**src/rtl/chacha20_stream_ctrl_if.sv**
```systemverilog
// Handshake bundle between the ChaCha20 stream sequencer and its surroundings:
// the start request, the block-function handshake, the serialiser controls
// and the XOR-stage word transfer.
interface chacha20_stream_ctrl_if #(
  parameter int LEN_W = 16
);
  logic             start;
  logic [31:0]      init_counter;
  logic [LEN_W-1:0] msg_words;
  logic             busy;
  logic             bf_start;
  logic [31:0]      bf_counter;
  logic             bf_done;
  logic             ser_load;
  logic             ser_valid;
  logic             xor_ready;
  logic             xor_en;
  logic             ser_flush;
  logic [3:0]       word_idx;
  logic             done;
  logic             err;

  // Sequencer side.
  modport slave (
    input  start, init_counter, msg_words, bf_done, ser_valid, xor_ready,
    output busy, bf_start, bf_counter, ser_load, xor_en, ser_flush,
           word_idx, done, err
  );

  // Environment side: requester, block function, serialiser, XOR stage.
  modport master (
    output start, init_counter, msg_words, bf_done, ser_valid, xor_ready,
    input  busy, bf_start, bf_counter, ser_load, xor_en, ser_flush,
           word_idx, done, err
  );
endinterface

```
**src/rtl/chacha20_stream_ctrl.sv**
```systemverilog
// ChaCha20 keystream sequencer: requests one block per 16 words, loads the
// serialiser, counts consumed words, flushes an unused tail and reports
// completion or block-counter exhaustion.
module chacha20_stream_ctrl #(
  parameter int LEN_W       = 16,
  parameter int BLOCK_WORDS = 16
) (
  input logic                  clk,
  input logic                  rst,
  chacha20_stream_ctrl_if.slave bus
);

  localparam int IDX_W = $clog2(BLOCK_WORDS);

  typedef enum logic [2:0] {
    S_IDLE,
    S_GEN,
    S_LOAD,
    S_STREAM,
    S_FLUSH,
    S_DONE,
    S_ERR
  } state_e;

  state_e           state_q;
  logic [31:0]      ctr_q;
  logic [LEN_W-1:0] rem_q;
  logic [IDX_W-1:0] widx_q;
  logic             bf_start_q;
  logic             ser_load_q;
  logic             ser_flush_q;
  logic             done_q;
  logic             err_q;

  logic [31:0]      ctr_d;
  logic [LEN_W-1:0] rem_d;
  logic [IDX_W-1:0] widx_d;
  logic             xfer;
  logic             last_word;
  logic             last_rem;

  // Word transfer and next-value arithmetic used by the stream state.
  assign xfer      = (state_q == S_STREAM) && bus.ser_valid && bus.xor_ready;
  assign ctr_d     = ctr_q + 32'd1;
  assign rem_d     = rem_q - LEN_W'(1);
  assign widx_d    = widx_q + IDX_W'(1);
  assign last_word = (widx_q == IDX_W'(BLOCK_WORDS - 1));
  assign last_rem  = (rem_q == LEN_W'(1));

  // Sequencer FSM with registered one-cycle pulses and sticky error flag.
  // NOTE: every register here uses <= so all updates see the pre-edge values;
  // blocking assignments would make later lines read already-updated state.
  always_ff @(posedge clk or negedge rst) begin
    if (!rst) begin
      state_q     <= S_IDLE;
      ctr_q       <= '0;
      rem_q       <= '0;
      widx_q      <= '0;
      bf_start_q  <= 1'b0;
      ser_load_q  <= 1'b0;
      ser_flush_q <= 1'b0;
      done_q      <= 1'b0;
      err_q       <= 1'b0;
    end else begin
      bf_start_q  <= 1'b0;
      ser_load_q  <= 1'b0;
      ser_flush_q <= 1'b0;
      done_q      <= 1'b0;
      case (state_q)
        S_IDLE: begin
          if (bus.start) begin
            ctr_q <= bus.init_counter;
            rem_q <= bus.msg_words;
            err_q <= 1'b0;
            if (bus.msg_words == '0) begin
              state_q <= S_DONE;
              done_q  <= 1'b1;
            end else begin
              state_q    <= S_GEN;
              bf_start_q <= 1'b1;
            end
          end
        end
        S_GEN: begin
          // bf_done is accepted on any GEN cycle, including the bf_start one.
          if (bus.bf_done) begin
            state_q    <= S_LOAD;
            ser_load_q <= 1'b1;
            widx_q     <= '0;
          end
        end
        S_LOAD: state_q <= S_STREAM;
        S_STREAM: begin
          if (xfer) begin
            rem_q  <= rem_d;
            widx_q <= widx_d;
            if (last_rem) begin
              if (last_word) begin
                state_q <= S_DONE;
                done_q  <= 1'b1;
              end else begin
                state_q     <= S_FLUSH;
                ser_flush_q <= 1'b1;
              end
            end else if (last_word) begin
              // The block counter must never wrap; exhaustion is an error.
              if (ctr_q == 32'hFFFF_FFFF) begin
                state_q <= S_ERR;
                err_q   <= 1'b1;
                done_q  <= 1'b1;
              end else begin
                ctr_q      <= ctr_d;
                state_q    <= S_GEN;
                bf_start_q <= 1'b1;
              end
            end
          end
        end
        S_FLUSH: begin
          state_q <= S_DONE;
          done_q  <= 1'b1;
        end
        S_DONE:  state_q <= S_IDLE;
        S_ERR:   state_q <= S_IDLE;
        default: state_q <= S_IDLE;
      endcase
    end
  end

  assign bus.busy       = (state_q != S_IDLE);
  assign bus.bf_start   = bf_start_q;
  assign bus.bf_counter = ctr_q;
  assign bus.ser_load   = ser_load_q;
  assign bus.xor_en     = xfer;
  assign bus.ser_flush  = ser_flush_q;
  assign bus.word_idx   = 4'(widx_q);
  assign bus.done       = done_q;
  assign bus.err        = err_q;

endmodule

```
**src/flat_wrapper.sv**
```systemverilog
// flat-port wrapper written by rule: the top's interface ports become plain ports
module chacha20_stream_ctrl_flat 
#(
  parameter int LEN_W       = 16,
  parameter int BLOCK_WORDS = 16
)
  (clk, rst, bus_start, bus_init_counter, bus_msg_words, bus_bf_done, bus_ser_valid, bus_xor_ready, bus_busy, bus_bf_start, bus_bf_counter, bus_ser_load, bus_xor_en, bus_ser_flush, bus_word_idx, bus_done, bus_err);
  chacha20_stream_ctrl_if #(.LEN_W(LEN_W)) bus_i ();
  input logic clk;
  input logic rst;
  input wire logic [$bits(bus_i.start)-1:0] bus_start;
  input wire logic [$bits(bus_i.init_counter)-1:0] bus_init_counter;
  input wire logic [$bits(bus_i.msg_words)-1:0] bus_msg_words;
  input wire logic [$bits(bus_i.bf_done)-1:0] bus_bf_done;
  input wire logic [$bits(bus_i.ser_valid)-1:0] bus_ser_valid;
  input wire logic [$bits(bus_i.xor_ready)-1:0] bus_xor_ready;
  output wire logic [$bits(bus_i.busy)-1:0] bus_busy;
  output wire logic [$bits(bus_i.bf_start)-1:0] bus_bf_start;
  output wire logic [$bits(bus_i.bf_counter)-1:0] bus_bf_counter;
  output wire logic [$bits(bus_i.ser_load)-1:0] bus_ser_load;
  output wire logic [$bits(bus_i.xor_en)-1:0] bus_xor_en;
  output wire logic [$bits(bus_i.ser_flush)-1:0] bus_ser_flush;
  output wire logic [$bits(bus_i.word_idx)-1:0] bus_word_idx;
  output wire logic [$bits(bus_i.done)-1:0] bus_done;
  output wire logic [$bits(bus_i.err)-1:0] bus_err;
  assign bus_i.start = bus_start;
  assign bus_i.init_counter = bus_init_counter;
  assign bus_i.msg_words = bus_msg_words;
  assign bus_i.bf_done = bus_bf_done;
  assign bus_i.ser_valid = bus_ser_valid;
  assign bus_i.xor_ready = bus_xor_ready;
  assign bus_busy = bus_i.busy;
  assign bus_bf_start = bus_i.bf_start;
  assign bus_bf_counter = bus_i.bf_counter;
  assign bus_ser_load = bus_i.ser_load;
  assign bus_xor_en = bus_i.xor_en;
  assign bus_ser_flush = bus_i.ser_flush;
  assign bus_word_idx = bus_i.word_idx;
  assign bus_done = bus_i.done;
  assign bus_err = bus_i.err;
  chacha20_stream_ctrl #(.LEN_W(LEN_W), .BLOCK_WORDS(BLOCK_WORDS)) u_core (.clk(clk), .rst(rst), .bus(bus_i));
endmodule
```
**config.mk**
```make
export PLATFORM = sky130hd
export DESIGN_NAME = chacha20_stream_ctrl_flat
export DESIGN_NICKNAME = d
export VERILOG_FILES = /design/src/rtl/chacha20_stream_ctrl_if.sv /design/src/rtl/chacha20_stream_ctrl.sv /design/src/flat_wrapper.sv
export SDC_FILE = /design/constraint.sdc
export NUM_CORES = 1
export LEC_CHECK = 0
export CAP_MARGIN = 10
export CORE_MARGIN = 1.5
export CORE_UTILIZATION = 45
export CTS_BUF_LIST = sky130_fd_sc_hd__clkbuf_16
export DETAILED_ROUTE_END_ITERATION = 7
export MAX_ROUTING_LAYER = met4
export PLACE_DENSITY = 0.78
export SYNTH_ARGS = -nofsm -noshare
export SYNTH_HDL_FRONTEND = slang
export SYNTH_SLANG_ARGS = --single-unit
```
**constraint.sdc**
```tcl
create_clock -name clk -period 2.26 [get_ports clk]
set_input_delay 0.226 -clock clk [delete_from_list [all_inputs] [get_ports clk]]
set_output_delay 0.226 -clock clk [all_outputs]
set_load 0.02 [all_outputs]
```
==> impl_metrics.toml <==
[setup_path]
crit_fanout = 5
crit_path_start_kind = "flop"
path_class = "flop to flop"
worstPathRequired_ns = 2.52
cp.arrival_ns = 2.45
critPathCaptureType = "flop"

[yosys]
synth_simple_gate_area_share_pct = 28.0
synth_compound_area_share_pct = 26.3
synth_top_family_by_area = "simple AND/OR/NAND/NOR gates"
syn_avg_cell_area_um2 = 8.28
syn-cell-area_um2 = 3750
synth_area_leaders = "dfrtp_1 40%, a21oi_1 5.2%, nand2_1 4.9%, o21ai_0 4.7%, nor2_1 3.9%"
synthMuxAreaShare_pct = 0.267
async_reset_ff_share_pct = 100
synth_edf_count = 0
synthesis.nets = 511
synth_top_area_share_pct = 40.0
synth_cell_type_count = 62
syn_inst = 453
yosys.area.top_type = "dfrtp_1"
yosys_register_bits = 60
synthFlopType = "dfrtp_1"
yosys_warnings = 0
yosysSeqAreaShare_pct = 40.0
yosys.area_share.adder_pct = 1.33
synth_xor_area_share_pct = 0.233

[sta]
slew_violations = 0
rsz0062_at_grt = "false"
setup_slack_ns = 0.0618
tightest_slew_ns = 0.687
hold_violations = 0
setup_viol = 0
skew_ns = 0.00623
relSlewSlack_pct = 54.2
max_freq_ghz = 0.455
fin_crit_ns = 2.20
finalCritPeriodShare_pct = 97.3

[power]
p_leak_nw = 2.08
peakVddDrop_mv = 0.878
cellPowerDensity_nw_per_um2 = 1280

[final_layout]
instances_no_fill = 687
num-nets-final = 636
fillers = 647
antenna_cells = 0
drive_gt1_share_pct = 13.1
area_growth_pct = 44.4

[cts]
clock-sinks = 60
clk_pin_slew_worst_paths_ns = 0.05
cts.root.buffer_cell = "clkbuf_16"
cts_tree = "built"
numCtsBuffers = 9
post_cts_buffers = 0
cts.path.max_buffers = 2
htree_levels = 3
clk_latency_ns = 0.34

[placed_design]
dp.cells = 671
place_ws_ns = -0.0666
port_buffers = 96
place_congestion = 0.921
hpwl_mm = 8.64

[status]
status = "complete, no violations"

[detailed_routing]
route.detailed.drc = 0
first_pass_iters = 5
vias_per_cell = 6.25
drtIter0Drc = 449
ant_nets = 0
vias = 4297
routed_wl_mm = 12.4
wl_per_cell_um = 18.0

[flow_run]
drv_cap = 0

[floorplanning]
coreArea_um2 = 8130
die_h_um = 94.3
ios = 97
die_w_um = 94.3
rows = 33
start_util_pct = 46.1
dieArea_um2 = 8890

[global_routing]
antenna_found_initial = 0
grt_pass1_vias = 4058
grt_overflow = 0
grt_pass1_wl_mm = 20.1
track_usage_pct = 29.7
grt_start_max_net_pins = 70

[worst_hold_path]
hold_class = "input port to async pin"
[sequential cells by signal, summed over array words and instances (netlist names)]
| signal | cells |
|---|---|
| u_core.bus.bf_counter | 32 |
| u_core.rem_q | 16 |
| u_core.bus.word_idx | 4 |
| u_core.state_q | 3 |
| u_core.bus.bf_start | 1 |
| u_core.bus.done | 1 |
| u_core.bus.err | 1 |
| u_core.bus.ser_flush | 1 |
| u_core.bus.ser_load | 1 |
[cell families (layout without fill, tap and decap cells)]
family / after synthesis / count (layout)
muxes: 1 / 1
buffers and inverters: 33 / 162
and+or+nand+nor: 199 / 199
adders and majority gates: 4 / 4
DFF: 60 / 60
xor gates and xnor gates: 1 / 1
AOI/OAI and AO/OA: 155 / 155
[final cells by class]
cell class,instances,area [um^2],share of cell area [%]
Inverter,9,33.8,0.624
Clock inverter,6,56.3,1.04
Tap cell,105,131,2.43
Clock buffer,9,225,4.16
Sequential cell,60,1500,27.7
Multi-Input combinational cell,360,2150,39.7
Timing Repair Buffer,138,1310,24.3
[power breakdown]
group,switching (W),internal [W]
combinational,0.00193,0.00151
sequential,0.000642,0.00154
clock,0.000491,0.000836
total,0.00307,0.00388
[per-stage QoR]
step / hold WS [ns] / setup TNS (ns) / power [W] / util (%) / area (um^2)
global placement: 0.281 / -0.0123 / 0.00537 / 62.4 / 5070
global route: 0.518 / 0 / 0.00737 / 66.6 / 5420
finish: 0.458 / 0 / 0.00694 / 66.6 / 5420
CTS: 0.491 / 0 / 0.00684 / 66.0 / 5370
detailed placement: 0.294 / -0.132 / 0.00548 / 62.4 / 5070
floorplan: -0.0696 / 0 / 0.00402 / - / 3750
[cells in the final DEF (no fill, tap or decap), types with 5 or more instances in the layout]
cell / instances
dfrtp_1: 59
and2_1: 5
nor4_1: 21
o22ai_1: 7
nand2_1: 49
o21ai_1: 15
buf_4: 37
a31oi_1: 6
a21oi_1: 38
o211ai_1: 8
o21ai_0: 35
nand4_1: 13
nor3_1: 19
clkbuf_16: 9
o311ai_1: 7
inv_1: 9
clkdlybuf4s50_1: 94
nor2_1: 38
nand3_1: 22
[routing by layer]
metal / up-vias / share of wire, % / GRT usage, %
met5: - / 0 / -
met3: 33 / 7.3 / 6.07
met1: 2058 / 42 / 38.5
li1: 1989 / - / -
met4: 0 / 2.2 / 9.58
met2: 217 / 48 / 46.6
[what timing repair did]
action                                  CTS  global route
endpoints found under the setup margin    2            19
pin swaps                                 1             0
gates resized for setup                   2             9
endpoints found under the hold margin    24             0
hold buffers                              1             0
[synth_stat cells, types with 5 or more instances]
cell,n
buf_2,5
a21oi_1,39
nor2_1,39
a31oi_1,6
o21ai_1,15
o22ai_1,7
nand3_1,22
nand2_1,49
clkbuf_1,16
inv_1,9
nand4_1,13
o311ai_1,7
dfrtp_1,60
o211ai_1,8
and2_1,5
o21ai_0,35
nor3_1,21
nor4_1,21
[worst max-delay path: stages (launching register included)]
cell	delay (ns)
dfrtp_1	0.43
nand4_1	0.26
or4_4	0.60
or3b_4	0.42
nor3_1	0.17
a21oi_1	0.07
o22ai_1	0.17
[final timing paths]
check | depth (start not counted) | end | start | slack, ns
setup / recovery | 6 | u_core.bus.bf_counter[29] | u_core.bus.bf_counter[10] | 0.06
hold / removal | 2 | u_core.bus.word_idx[0] | rst | 0.46
setup reg to reg | 6 | u_core.bus.bf_counter[29] | u_core.bus.bf_counter[10] | 0.06
hold reg to reg | 1 | u_core.bus.err | u_core.bus.err | 0.50
max in group asynchronous | 3 | u_core.state_q[1] | rst | 1.14
min in group clk | 3 | u_core.bus.bf_counter[1] | bus_init_counter[1] | 0.49
Power figures use the tool's default switching activity.
